## src/rtl/synth_pkg.sv

```systemverilog
// Shared definitions for the synth voice path: score entry layout, sequencer
// state encoding and the pitch divider values for the supported notes.
package synth_pkg;

    localparam int ENTRY_W   = 24;
    localparam int DIV_W     = 11;
    localparam int DELTA_W   = 8;

    localparam int DIV_LSB   = 0;
    localparam int DIV_MSB   = 10;
    localparam int GATE_BIT  = 11;
    localparam int END_BIT   = 12;
    localparam int RSV_LSB   = 13;
    localparam int RSV_MSB   = 15;
    localparam int DELTA_LSB = 16;
    localparam int DELTA_MSB = 23;

    typedef enum logic [1:0] {
        S_IDLE,
        S_FETCH,
        S_DECODE,
        S_WAIT
    } seq_state_e;

    // Divider values for the 64 MHz voice clock.
    localparam logic [DIV_W-1:0] TONE_G3 = 11'd318;
    localparam logic [DIV_W-1:0] TONE_A3 = 11'd283;
    localparam logic [DIV_W-1:0] TONE_B3 = 11'd252;
    localparam logic [DIV_W-1:0] TONE_C4 = 11'd238;
    localparam logic [DIV_W-1:0] TONE_D4 = 11'd212;
    localparam logic [DIV_W-1:0] TONE_E4 = 11'd189;
    localparam logic [DIV_W-1:0] TONE_F4 = 11'd178;
    localparam logic [DIV_W-1:0] TONE_G4 = 11'd159;

endpackage

```

## src/rtl/seq_tick_timer.sv

```systemverilog
// Note-duration down-counter. Ticks seen while the sequencer is fetching are
// held in a one-deep pending latch and credited on the first counting cycle.
module seq_tick_timer
    import synth_pkg::*;
(
    input  logic               CLK,
    input  logic               nRST,
    input  logic               load,
    input  logic [DELTA_W-1:0] load_val,
    input  logic               tick,
    input  logic               clr,
    input  logic               count,
    output logic               expire
);

    logic [DELTA_W-1:0] remaining_q, remaining_d;
    logic               tick_pend_q, tick_pend_d;
    logic [1:0]         credits;

    assign credits = 2'(tick_pend_q) + 2'(tick);

    always_comb begin
        // NOTE: every combinational output gets a default first so no latch is inferred.
        remaining_d = remaining_q;
        tick_pend_d = tick_pend_q;
        expire      = 1'b0;
        if (clr) begin
            remaining_d = '0;
            tick_pend_d = 1'b0;
        end else if (load) begin
            remaining_d = load_val;
            tick_pend_d = tick_pend_q | tick;
        end else if (count) begin
            tick_pend_d = 1'b0;
            if (credits != 2'd0) begin
                if (remaining_q <= DELTA_W'(credits)) begin
                    remaining_d = '0;
                    expire      = 1'b1;
                end else begin
                    remaining_d = remaining_q - DELTA_W'(credits);
                end
            end
        end else if (tick) begin
            tick_pend_d = 1'b1;
        end
    end

    // NOTE: reset is sampled on the clock edge here, so it lives inside the clocked branch.
    always_ff @(posedge CLK) begin
        if (!nRST) begin
            remaining_q <= '0;
            tick_pend_q <= 1'b0;
        end else begin
            // NOTE: state registers use non-blocking assignments so all flops update together.
            remaining_q <= remaining_d;
            tick_pend_q <= tick_pend_d;
        end
    end

endmodule

```

## src/rtl/score_sequencer.sv

```systemverilog
// Plays note entries from the score ROM on tempo ticks and drives the voice
// pitch divider and output-enable gate.
module score_sequencer
    import synth_pkg::*;
#(
    parameter int unsigned       ADDR_W      = 9,
    parameter int unsigned       START_ADDR  = 0,
    parameter logic [DIV_W-1:0]  DEFAULT_DIV = TONE_C4
) (
    input  logic                CLK,
    input  logic                nRST,
    input  logic                tick,
    input  logic                start,
    input  logic                stop,
    input  logic                loop_en,
    output logic [ADDR_W-1:0]   score_addr,
    input  logic [ENTRY_W-1:0]  score_data,
    output logic                gate,
    output logic [DIV_W-1:0]    div_num,
    output logic                note_strobe,
    output logic                busy,
    output logic                done
);

    localparam logic [ADDR_W-1:0] START = ADDR_W'(START_ADDR);

    seq_state_e          state_q, state_d;
    logic [ADDR_W-1:0]   addr_q, addr_d;
    logic                gate_q, gate_d;
    logic [DIV_W-1:0]    div_q, div_d;
    logic                strobe_q, strobe_d;
    logic                done_q, done_d;
    logic                load, clr, count, expire;

    logic [DIV_W-1:0]    entry_div;
    logic                entry_gate, entry_end;
    logic [DELTA_W-1:0]  entry_delta;
    logic                unused_reserved;

    assign entry_div       = score_data[DIV_MSB:DIV_LSB];
    assign entry_gate      = score_data[GATE_BIT];
    assign entry_end       = score_data[END_BIT];
    assign entry_delta     = score_data[DELTA_MSB:DELTA_LSB];
    assign unused_reserved = ^score_data[RSV_MSB:RSV_LSB];

    assign count = (state_q == S_WAIT);

    seq_tick_timer u_timer (
        .CLK      (CLK),
        .nRST     (nRST),
        .load     (load),
        .load_val (entry_delta),
        .tick     (tick),
        .clr      (clr),
        .count    (count),
        .expire   (expire)
    );

    always_comb begin
        state_d  = state_q;
        addr_d   = addr_q;
        gate_d   = gate_q;
        div_d    = div_q;
        strobe_d = 1'b0;
        done_d   = done_q;
        load     = 1'b0;
        clr      = 1'b0;
        if (stop) begin
            state_d = S_IDLE;
            gate_d  = 1'b0;
            clr     = 1'b1;
        end else begin
            case (state_q)
                S_IDLE: begin
                    // Holding the timer clear in IDLE also discards idle ticks.
                    clr = 1'b1;
                    if (start) begin
                        addr_d  = START;
                        done_d  = 1'b0;
                        state_d = S_FETCH;
                    end
                end
                S_FETCH: state_d = S_DECODE;
                S_DECODE: begin
                    if (entry_end) begin
                        if (loop_en) begin
                            addr_d  = START;
                            state_d = S_FETCH;
                        end else begin
                            gate_d  = 1'b0;
                            done_d  = 1'b1;
                            clr     = 1'b1;
                            state_d = S_IDLE;
                        end
                    end else begin
                        gate_d   = entry_gate;
                        div_d    = entry_div;
                        strobe_d = 1'b1;
                        load     = 1'b1;
                        if (entry_delta == '0) begin
                            addr_d  = addr_q + 1'b1;
                            state_d = S_FETCH;
                        end else begin
                            state_d = S_WAIT;
                        end
                    end
                end
                S_WAIT: begin
                    if (expire) begin
                        addr_d  = addr_q + 1'b1;
                        state_d = S_FETCH;
                    end
                end
                default: state_d = S_IDLE;
            endcase
        end
    end

    always_ff @(posedge CLK) begin
        if (!nRST) begin
            state_q  <= S_IDLE;
            addr_q   <= START;
            gate_q   <= 1'b0;
            div_q    <= DEFAULT_DIV;
            strobe_q <= 1'b0;
            done_q   <= 1'b0;
        end else begin
            state_q  <= state_d;
            addr_q   <= addr_d;
            gate_q   <= gate_d;
            div_q    <= div_d;
            strobe_q <= strobe_d;
            done_q   <= done_d;
        end
    end

    assign score_addr  = addr_q;
    assign gate        = gate_q;
    assign div_num     = div_q;
    assign note_strobe = strobe_q;
    assign busy        = (state_q != S_IDLE);
    assign done        = done_q;

endmodule

```

## config.mk

```make
export PLATFORM = sky130hd
export DESIGN_NAME = score_sequencer
export DESIGN_NICKNAME = d
export VERILOG_FILES = /design/src/rtl/synth_pkg.sv /design/src/rtl/seq_tick_timer.sv /design/src/rtl/score_sequencer.sv
export SDC_FILE = /design/constraint.sdc
export NUM_CORES = 1
export LEC_CHECK = 0
export ABC_CLOCK_PERIOD_IN_PS = 6360
export BUFFER_PORTS_ARGS = -buffer_cell sky130_fd_sc_hd__buf_4
export CAP_MARGIN = 25
export CORE_ASPECT_RATIO = 0.8
export CORE_MARGIN = 1.5
export CORE_UTILIZATION = 51
export DETAILED_ROUTE_END_ITERATION = 12
export PLACE_DENSITY = 0.79
export SETUP_SLACK_MARGIN = 0.1
export SLEW_MARGIN = 20
export SYNTH_ARGS = -nofsm -noshare
export SYNTH_HDL_FRONTEND = slang
export SYNTH_HIERARCHICAL = 1
export SYNTH_SLANG_ARGS = --single-unit
```

## constraint.sdc

```tcl
create_clock -name CLK -period 6.36 [get_ports CLK]
set_clock_uncertainty 0.05 [all_clocks]
set_input_delay 0.318 -clock CLK [delete_from_list [all_inputs] [get_ports CLK]]
set_output_delay 0.318 -clock CLK [all_outputs]
set_load 0.1 [all_outputs]
```

== Word-level counts from Yosys, hierarchy flattened ==
Index checks and enable logic that the tools add are counted.
Widths: inputs -> output; s select.
Word-level totals
  input port bits: 30
  flip-flop bits (word level): 34
  output and inout bits: 24
Cells by class
  equal/unequal tests: 10
  multiplexer cells: 37
  add/subtract/negate cells: 3
  reduce and logical (&&, ||, !) cells: 17
  order comparisons: 1
  bitwise logic cells: 4
Operators by type and width (count)
  $mux 9: 5
  $mux 8: 4
  $pmux 9 s3: 1
  $mux 1: 20
  $reduce_bool 2->1: 5
  $add 9x1->9 const B: 1
  $le 8x2->1: 1
  $logic_not 8->1: 1
  $mux 2: 4
  $ne 2x2->1 const B: 4
  $pmux 2 s4: 1
  $sub 8x2->8: 1
  $ne 3x3->1 const B: 2
  $reduce_and 2->1: 3
  $reduce_and 6->1: 1
  $reduce_bool 3->1: 2
  $reduce_and 5->1: 1
  $eq 2x2->1 const B: 2
  $pmux 1 s2: 2
  $reduce_or 2->1: 2
  $not 1->1: 3
  $reduce_and 3->1: 1
  $add 1x1->2: 1
  $eq 2x1->1 const B: 1
  3 further kinds: 3

== Logic depth before layout (Yosys ltp) ==
  depth in word-level cells: 9
  gate-level depth with buffers: 14

== Modules after synthesis ==
Netlist, hierarchy kept.
By module, submodules not included
  score_sequencer: times used 1, seq. area each 500.5 um^2, area an instance 1336.3 um^2, cells each 164
  seq_tick_timer: times used 1, seq. area each 180.2 um^2, area an instance 659.4 um^2, cells each 78

== Least setup slack after synthesis ==
No wires, ideal clock.
  path type: flip-flop to flip-flop
  start point: reg u_timer.tick_pend_q
  end point: reg addr_q[1], in the netlist score_addr[1]
  clock period less this slack: 3.142 ns
  arrival: 3.020 ns
  stages on the path, launching flop included: 14
  path buffers: 1
  setup slack: 3.218 ns
  library setup time: 0.073 ns
  cell sequence: dfxtp_1 inv_1 ha_1 ha_1 inv_1 fa_1 a21boi_2 nor4b_2 and3b_1 nor2b_4 or3_1 buf_2 or4_1 a21oi_1
Between the ends
  word-level cells in the longest chain between the ends: 9
  elaborated cells on any way between the ends: 10
Ends and longest elaborated chain
  start: declaration: RTL line seq_tick_timer.sv:17  | logic tick_pend_q, tick_pend_d;
  start signal: assignment: RTL line seq_tick_timer.sv:56  | tick_pend_q <= tick_pend_d;
  $add 1x1->2 (*): RTL line seq_tick_timer.sv:20  | assign credits = 2'(tick_pend_q) + 2'(tick);
  $le 8x2->1: RTL line seq_tick_timer.sv:36  | if (remaining_q <= DELTA_W'(credits)) begin
  $mux 1: RTL line seq_tick_timer.sv:36
  $mux 1 (*): RTL line seq_tick_timer.sv:35  | if (credits != 2'd0) begin
  $mux 1 (*): RTL line seq_tick_timer.sv:33  | end else if (count) begin
  $mux 1 (*): RTL line seq_tick_timer.sv:30  | end else if (load) begin
  $mux 1 (*): RTL line seq_tick_timer.sv:27  | if (clr) begin
  named net expire: RTL line score_sequencer.sv:33  | logic load, clr, count, expire;
  $ne 2x1->1 (no source line) (*)
  $reduce_and 6->1 (no source line) (*)
  end signal: assignment: RTL line score_sequencer.sv:129  | addr_q <= addr_d;
  end: declaration: RTL line score_sequencer.sv:28  | logic [ADDR_W-1:0] addr_q, addr_d;
The timed path passes the listed nets; every way through them passes the cells marked *.
A chain may end at the register's enable or synchronous reset.

== Worst setup path after layout ==
  start point: reg state_q[0]
  end point: reg addr_q[3], in the netlist score_addr[3]
Between the ends
  word-level cells in the longest chain between the ends: 7
  elaborated cells on any way between the ends: 17
Ends and longest elaborated chain
  start: declaration: RTL line score_sequencer.sv:27  | seq_state_e state_q, state_d;
  start signal: assignment: RTL line score_sequencer.sv:128  | state_q <= state_d;
  $eq 2x2->1: RTL line score_sequencer.sv:73  | case (state_q)
  $mux 1 (2 in series)
  $mux 1: RTL line seq_tick_timer.sv:30
  $mux 1 (*): RTL line seq_tick_timer.sv:27
  named net expire: RTL line score_sequencer.sv:33
  $ne 2x1->1 (no source line) (*)
  $reduce_and 6->1 (no source line) (*)
Marked as above.

==> flow_summary.ini <==
[setup_path]
worstPathArrival_ns = 3.76
crit_type = flop to flop
critPathLaunchType = flop
cp_max_fo = 27
r2r_end = score_addr[3]
cp_cell_sequence = inv_1, ha_1, nor2b_4, nand2b_1, inv_1, nor2_1, and3b_1, nor2b_4, or3_1, or4_1, a21oi_1
critPathSlowestCell = or4_1
reg2reg_slack_ns = 2.78
reg2reg_depth = 11
timing.rr.start = state_q[0]
crit_path_end_kind = flop
cpPeakStageDelay_ns = 0.51
critPathRequiredTime_ns = 6.53

[global_routing]
antenna_found_initial = 0
grt_pass1_wl_um = 7710
grt_max_degree = 28
grt_usage = 0.237
grt_pass1_vias = 1728
gr-total-overflow = 0

[logic_synthesis]
ys_warn_count = 6
synthTopCellsByArea = dfxtp_1, ha_1, o211ai_1
async_flop_share = 0
synth_top_area_cell = dfxtp_1
syn_avg_cell_area_um2 = 8.25
syn_area_um2 = 2000
synth_flop_cell = dfxtp_1
synthTopCellsByCount = dfxtp_1, nand2_1, inv_1
ys_ff_latch = 34
yosysMostFrequentCell = dfxtp_1
synth_top_area_share = 0.341
synth.distinct_cells = 51
synthesis.nets = 284
synthCells = 242
synth_edf_count = 0
ys_seq_area_frac = 0.341

[cts]
hold_buffers = 0
cts_tree = done
numCtsBuffers = 5
cts_resized = 0
insertion_delay_ns = 0.30
cts.clk_slew.worst_paths_ns = 0.07
cts-root-buf = clkbuf_8
cts_max_path_buffers = 2
cts.htree.levels = 2
cts.sinks = 34
postCtsSetupRepairBufs = 0

[finish]
post-route-util = 0.669
diodes = 0
fin_nets = 329
area_delta_synth_final_pct = 26.6
drive_above_1_share = 0.247
nFillCells = 324

[place]
place_hpwl_um = 3380
gp_congestion = 0.876
pre_cts_ws_ns = 2.77
numPortBuffers = 50

[power_and_ir_drop]
p_leak_nw = 1.01
total_power_w = 0.000505
p_seq_frac = 0.423
switchingPower_w = 0.000115
clkPwrFrac = 0.486
intPower_w = 0.000391
combPwrFrac = 0.091
p_sw_frac = 0.227
ir_drop_mv = 0.191
power_density_nw_per_um2 = 200

[floorplanning]
ioPinCount = 54
die_h_um = 59.0
initial_core_util = 0.528
dieArea_um2 = 4300
num_rows = 20
dieWidth_um = 72.9
core_area_um2 = 3780

[detailed_routing]
firstDrtPassIters = 4
via_per_inst = 5.61
ant_nets = 0
drt_wl_total_um = 4690
wl_per_cell_um = 13.7
drc = 0
vias = 1924
drt_iter0_drc = 88

[flow_run]
max_cap_viol_count = 0

[min_path]
holdPathStages = 3
worstHoldPathType = input port to flop
hold_start = score_data[5]
min_to = div_num[5]

[timing]
setup_viol = 0
period_needed_ns = 3.58
slew_viol_final = 0
hold_viol_final = 0
fin_setup_tns_ns = 0
setup_ws_ns = 2.78
rsz0062_at_grt = no
max_freq_ghz = 0.279
slew_headroom = 0.408
worst_pin_slew_ns = 0.888
fin_crit_sh = 0.563

[run_status]
outcome = complete, no violations
power groups by stage:
stage,clock network [W],logic (W),registers [W]
global route,0.000259,0.0000503,0.000214
finish,0.000246,0.0000458,0.000214
floorplan,0,0.0000264,0.000219
global placement,0,0.0000448,0.000219
CTS,0.000249,0.0000458,0.000214
detailed placement,0,0.0000455,0.000219
per-stage QoR:
stage | cell area (um^2) | cells | hold slack, ns
after floorplan | 2000 | 242 | 0.392
after global placement | 2390 | 335 | 0.393
after detailed placement | 2390 | 335 | 0.399
after CTS | 2530 | 343 | 0.167
after global routing | 2530 | 343 | 0.165
final | 2530 | 343 | 0.173
state kept, by name, indices dropped and copies added, names as in the netlist:
name,flops
div_num,11
score_addr,9
u_timer/remaining_q,8
state_q,2
done,1
gate,1
note_strobe,1
u_timer/tick_pend_q,1
how the worst max path moves through the flow:
stage	startpoint	endpoint	slack (ns)
final	state_q[0]	score_addr[3]	2.78
after global routing	state_q[0]	score_addr[0]	2.51
after CTS	state_q[0]	score_addr[3]	2.80
after detailed placement	tick	score_addr[1]	2.77
after global placement	tick	score_addr[1]	2.84
after floorplan	u_timer/tick_pend_q	score_addr[1]	3.22
layer usage:
metal  track usage  vias up  part of all wire
met3        0.0497       10             0.064
met2         0.364       62              0.44
met4         0.132        0             0.021
met5             0        -                 0
met1         0.312      892              0.48
li1              -      960                 -
cell usage in the layout (no fill, tap or decap), drive strengths merged, types with 3 or more instances in the layout:
| master | netlist | final |
|---|---|---|
| mux2i | 7 | 7 |
| clkbuf | 9 | 5 |
| nand2 | 27 | 27 |
| dfxtp | 34 | 34 |
| o22ai | 4 | 4 |
| nor4 | 10 | 10 |
| nor2b | 4 | 4 |
| nand2b | 6 | 6 |
| o21ai | 4 | 4 |
| o211ai | 15 | 15 |
| or3 | 5 | 5 |
| nor2 | 9 | 9 |
| ha | 11 | 11 |
| a21oi | 20 | 20 |
| or4 | 4 | 4 |
| inv | 25 | 25 |
| nand3 | 10 | 10 |
| nand4 | 3 | 3 |
| buf | 3 | 50 |
worst max-delay path: cells and delay by family, from the launching register on:
family                   cells  cell delay (ns)
AND/OR/NAND/NOR              7             2.05
buffers and inverters        2             0.57
flip-flops                   1             0.43
adder cells (fa/ha/maj)      1             0.27
AO/OA/AOI/OAI                1             0.15
cell type report:
type,instances,area [um^2],share of cell area
clock buffer,5,68.8,0.0272
clock inverter,3,68.8,0.0272
inverter,26,97.6,0.0386
multi-input combinational,170,1170,0.462
sequential,34,681,0.269
tap,55,68.8,0.0272
timing repair buffer,50,375,0.149
cells by family after synthesis:
family          count (synthesis)  synth area share
simple gates                   90             0.261
compound gates                 59             0.199
buf+inv                        38            0.0740
flops                          34             0.341
fa+ha+maj                      12            0.0790
mux                             8            0.0408
xor+xnor                        1           0.00439
Power figures use the tool's default switching activity.
